$ cat src/rtl/wb_reg_file.sv
// Writeback-side register file: 8x16 registers, two registered read ports and a
// per-register pending-write scoreboard that drives the decode stall. Optional
// write-through bypass is enabled with `define REGFILE_BYPASS_EN.
module wb_reg_file #(
   parameter int DATA_WIDTH = 16,
   parameter int ADDR_WIDTH = 3,
   parameter int PEND_WIDTH = 2
) (
   input  logic                  clk,
   input  logic                  reset,
   input  logic                  regWriteOut,
   input  logic [ADDR_WIDTH-1:0] loadAddr,
   input  logic [DATA_WIDTH-1:0] loadData,
   input  logic                  readEn,
   input  logic [ADDR_WIDTH-1:0] rs1Addr,
   input  logic [ADDR_WIDTH-1:0] rs2Addr,
   output logic [DATA_WIDTH-1:0] rs1Data,
   output logic [DATA_WIDTH-1:0] rs2Data,
   input  logic                  issueValid,
   input  logic                  issueRegWrite,
   input  logic [ADDR_WIDTH-1:0] issueRd,
   output logic                  busyRs1,
   output logic                  busyRs2,
   output logic                  hazard,
   output logic                  pendOverflow
);

   localparam int NUM_REGS = 1 << ADDR_WIDTH;
   localparam logic [PEND_WIDTH-1:0] CNT_MAX = {PEND_WIDTH{1'b1}};

   logic [DATA_WIDTH-1:0] regs_q [NUM_REGS];
   logic [DATA_WIDTH-1:0] regs_d [NUM_REGS];
   logic [PEND_WIDTH-1:0] cnt_q  [NUM_REGS];
   logic [PEND_WIDTH-1:0] cnt_d  [NUM_REGS];
   logic [DATA_WIDTH-1:0] rs1_data_q, rs1_data_d;
   logic [DATA_WIDTH-1:0] rs2_data_q, rs2_data_d;
   logic                  pend_overflow_q, pend_overflow_d;
   logic                  issue_wr;

   assign issue_wr = issueValid & issueRegWrite;

   always_comb begin
      regs_d = regs_q;
      if (regWriteOut) begin
         regs_d[loadAddr] = loadData;
      end
   end

   // Read ports sample the pre-write array unless bypass forwards the writeback.
   always_comb begin
      rs1_data_d = rs1_data_q;
      rs2_data_d = rs2_data_q;
      if (readEn) begin
         rs1_data_d = regs_q[rs1Addr];
         rs2_data_d = regs_q[rs2Addr];
`ifdef REGFILE_BYPASS_EN
         if (regWriteOut && (loadAddr == rs1Addr)) begin
            rs1_data_d = loadData;
         end
         if (regWriteOut && (loadAddr == rs2Addr)) begin
            rs2_data_d = loadData;
         end
`endif
      end
   end

   // Saturating up/down counters; a stray writeback at zero leaves the count alone.
   always_comb begin
      cnt_d           = cnt_q;
      pend_overflow_d = pend_overflow_q;
      for (int r = 0; r < NUM_REGS; r++) begin
         logic inc, dec;
         inc = issue_wr && (issueRd == ADDR_WIDTH'(r));
         dec = regWriteOut && (loadAddr == ADDR_WIDTH'(r));
         if (inc && !dec) begin
            if (cnt_q[r] == CNT_MAX) begin
               pend_overflow_d = 1'b1;
            end else begin
               cnt_d[r] = cnt_q[r] + 1'b1;
            end
         end else if (dec && !inc) begin
            if (cnt_q[r] != '0) begin
               cnt_d[r] = cnt_q[r] - 1'b1;
            end
         end
      end
   end

   always_ff @(posedge clk or negedge reset) begin
      if (!reset) begin
         for (int r = 0; r < NUM_REGS; r++) begin
            regs_q[r] <= '0;
            cnt_q[r]  <= '0;
         end
         rs1_data_q      <= '0;
         rs2_data_q      <= '0;
         pend_overflow_q <= 1'b0;
      end else begin
         regs_q          <= regs_d;
         cnt_q           <= cnt_d;
         rs1_data_q      <= rs1_data_d;
         rs2_data_q      <= rs2_data_d;
         pend_overflow_q <= pend_overflow_d;
      end
   end

`ifdef REGFILE_BYPASS_EN
   // The last outstanding write landing this cycle no longer blocks the reader.
   always_comb begin
      busyRs1 = (cnt_q[rs1Addr] != '0) &&
                !((cnt_q[rs1Addr] == PEND_WIDTH'(1)) && regWriteOut && (loadAddr == rs1Addr));
      busyRs2 = (cnt_q[rs2Addr] != '0) &&
                !((cnt_q[rs2Addr] == PEND_WIDTH'(1)) && regWriteOut && (loadAddr == rs2Addr));
   end
`else
   always_comb begin
      busyRs1 = (cnt_q[rs1Addr] != '0);
      busyRs2 = (cnt_q[rs2Addr] != '0);
   end
`endif

   assign hazard       = busyRs1 | busyRs2;
   assign rs1Data      = rs1_data_q;
   assign rs2Data      = rs2_data_q;
   assign pendOverflow = pend_overflow_q;

endmodule

$ cat config.mk
export PLATFORM = sky130hd
export DESIGN_NAME = wb_reg_file
export DESIGN_NICKNAME = d
export VERILOG_FILES = /design/src/rtl/wb_reg_file.sv
export SDC_FILE = /design/constraint.sdc
export NUM_CORES = 1
export LEC_CHECK = 0
export BUFFER_PORTS_ARGS = -buffer_cell sky130_fd_sc_hd__buf_2
export CORE_MARGIN = 3
export CORE_UTILIZATION = 60
export CTS_CLUSTER_SIZE = 24
export DETAILED_ROUTE_END_ITERATION = 16
export PLACE_DENSITY_LB_ADDON = 0.1
export RECOVER_POWER = 50
export SLEW_MARGIN = 20
export SYNTH_ARGS = -nofsm -noshare
export SYNTH_HDL_FRONTEND = slang
export SYNTH_SLANG_ARGS = --single-unit
$ cat constraint.sdc
create_clock -name clk -period 1.9 [get_ports clk]
set_input_delay 0.19 -clock clk [delete_from_list [all_inputs] [get_ports clk]]
set_output_delay 0.19 -clock clk [all_outputs]
set_load 0.05 [all_outputs]
==> metrics.md <==
| Metric | Value |
|---|---|
| Outcome | finished, violations left |
| Violated checks | negative setup slack |
| Power density cells | 1110 nW/um^2 |
| DR vias/cell | approximately 6.3 |
| Slew @ Worst Pin | approximately 1400 ps |
| Buffers on Ports | 69 |
| Ys Warns | 0 |
| Clk root buf | clkbuf_16 |
| Setup slack, reg-to-reg | ~520 ps |
| Worst setup EP type | output port |
| Crit path depth | 5 |
| Fin Clk Skew | between 6 and 7 ps |
| Most used DFF post-synth | dfrtp_1 |
| Number of max-cap violations | 0 |
| Final period util | 1.15 |
| Top post-synthesis cells by area | dfrtp_1, mux4_2, mux2_2 |
| Chip width | roughly 130 um |
| CTS HTree Levels | 4 |
| Sequential area share after synthesis | 0.491 |
| Die H | between 100 and 150 um |
| Post-synth top cells | dfrtp_1, mux2_2, mux4_2, nor2_1, a21oi_1 |
| Fmax | between 400 and 500 MHz |
| Worst-path cell chain | nor3_2 > a21oi_1 > mux4_2 > or2_4 > buf_6 |
| #FFs+latches synth | between 150 and 200 |
| CTS Buffer Depth | 2 |
| DRC viols | 0 |
| Relative slew slack | 0.0584 |
| GRT Overall Usage | 0.263 |
| DR vias | roughly 5,800 |
| Core area | roughly 15,000 um^2 |
| Initial Util | 0.618 |
| CP Launch Type | register |
| Share of the synthesized area in the top cell type | 0.491 |
| WP data required | ~1700 ps |
| CP top delay family | multiplexers |
| VDD IR-drop max | 741 uV |
| Vias in the first global route | roughly 6,100 |
| Die area | ~17,000 um^2 |
| Synthesized area per cell | around 14 um^2 |
| Post-detail-place hpwl | 13,000 um |
| Routed Antenna Nets | 0 |
| Leakage | ~4.6 nW |
| Worst min-delay path category | input pin to register |
| Num rows | 44 |
| First-pass GRT wire length | roughly 33,000 um |
| Share of post-route cells with drive strength above 1 | 0.490 |
| RSZ-0062 raised after global routing | yes |
| Placer Congestion | 0.892 |
| Asr flop ratio synth | 1.00 |
| EDFF count, synth | 0 |
| Max-slew violation count | 0 |
| R2R cell count | 3 |
| Worst-Skew Late Latency | 420 ps |
| # IOs | 70 |
| Layout area overhead | 15.7% |
| Hold Fails Final Rpt | 0 |
| Crit Path Max Fanout | 3 |
| Initial antenna violation count | 0 |
| Post-Syn Area | ~9000 um^2 |
| Unique cell type count in the Yosys netlist | 32 |
| First DRT Iteration DRCs | 429 |
| Slowest stage cell, crit path | mux4_2 |
| Register Area | 4430 um^2 |
| Global route overflow | 0 |
| Post-Layout Inst Area | 10,400 um^2 |
| Fill count | between 900 and 1,000 |
| Worst Setup Path Type | register to output port |
| Setup WS post-layout | -277 ps |
| Clock transition at path regs | about 60 ps |
| Worst Path Buf+Inv | 1 |
| Post-DP Area | around 9700 um^2 |
| Worst hold stages | 2 |
| CTS tree | yes |
| TritonRoute pass-1 iters | 5 |
| Syn nets | ~670 |
| Wire per inst | ~22 um |
| Clock tree sinks | roughly 180 |
| Pin count of the biggest net entering global routing | 65 |
| Critical path data arrival time | around 2000 ps |
| # setup viols final | 3 |
| Nets@finish | 763 |
| Footprint of the multi-input gates | 4360 um^2 |
| Pre-CTS worst setup slack | 87.6 ps |
| # diodes | 0 |
| Most common cell in the netlist | dfrtp_1 |
| CTS Buf Count | 17 |
| Final WL | 20,200 um |
| Max incr delay on CP | ~500 ps |
| Post-Syn Instances | ~630 |
| Yosys top cell by area | dfrtp_1 |
| Period minus WS final | around 2200 ps |
where the power goes:
group | switching, mW | internal, mW
combinational | 1.38 | 1.38
sequential | 0.533 | 4.53
clock | 1.46 | 2.28
total | 3.37 | 8.20
final timing paths:
check                                             from                 endpoint
worst max-delay path              cnt_q[2]$_DFFE_PN0P_                   hazard
worst min-delay path                       loadData[5]    regs_q[5]$_DFFE_PN0P_
worst max register to register  regs_q[13]$_DFFE_PN0P_  rs2Data[13]$_DFFE_PN0P_
worst min register to register  rs2Data[2]$_DFFE_PN0P_   rs2Data[2]$_DFFE_PN0P_
max in group asynchronous                        reset    cnt_q[11]$_DFFE_PN0P_
min in group asynchronous                        reset   regs_q[60]$_DFFE_PN0P_
what timing repair did:
item,4_1_cts,5_1_grt
buffers inserted,10,6
hold buffers,1,0
gates resized for setup,10,10
endpoints found under the hold margin,136,0
endpoints found under the setup margin,3,3
pin swaps,2,3
registers in the layout, indices dropped and copies added (netlist names):
signal / cells
pendOverflow: 1
rs1Data: 16
rs2Data: 16
cnt_q: 16
regs_q: 128
layer usage:
metal / part of all wire / vias to the layer above / GRT usage / wire length [um]
met3: 0.046 / 41 / 0.0556 / 939
met2: 0.50 / 166 / 0.433 / 10100
met5: 0 / - / 0 / 0
met1: 0.42 / 3002 / 0.348 / 8580
li1: - / 2560 / - / -
met4: 0.031 / 0 / 0.104 / 619
cell families after synthesis:
kind of cell               synth area share
adders and majority gates            0.0144
DFF                                   0.491
and+or+nand+nor                      0.0572
AOI/OAI and AO/OA                    0.0393
muxes                                 0.369
buffers and inverters                0.0292
area by class of cell:
type,count,share of cell area
Sequential cell,177,0.425
Inverter,7,0.00252
Timing Repair Buffer,112,0.0717
Multi-Input combinational cell,406,0.418
Tap cell,184,0.0221
Clock inverter,12,0.0172
Clock buffer,20,0.0438
layout by cell type, fill, tap and decap left out, types with 6 or more instances in the layout:
cell / count
clkbuf_16: 17
buf_2: 64
mux2_2: 131
mux4_2: 66
nand3_1: 8
nor2_1: 42
dfrtp_1: 174
o21ai_0: 16
mux2i_1: 36
nand2_1: 11
nor3_1: 7
inv_1: 6
a21oi_1: 44
buf_4: 31
per-stage QoR:
step	power, mW	setup TNS, ps	hold WS [ps]	util	cells
after global placement	7.74	0	37.2	0.663	869
final	11.6	-600	91.0	0.715	918
after global routing	12.1	-911	96.0	0.715	918
after CTS	11.7	-505	72.6	0.715	912
after floorplan	7.12	0	-106	-	629
after detailed placement	7.88	0	38.5	0.663	869
(Power assumes the default switching activity.)
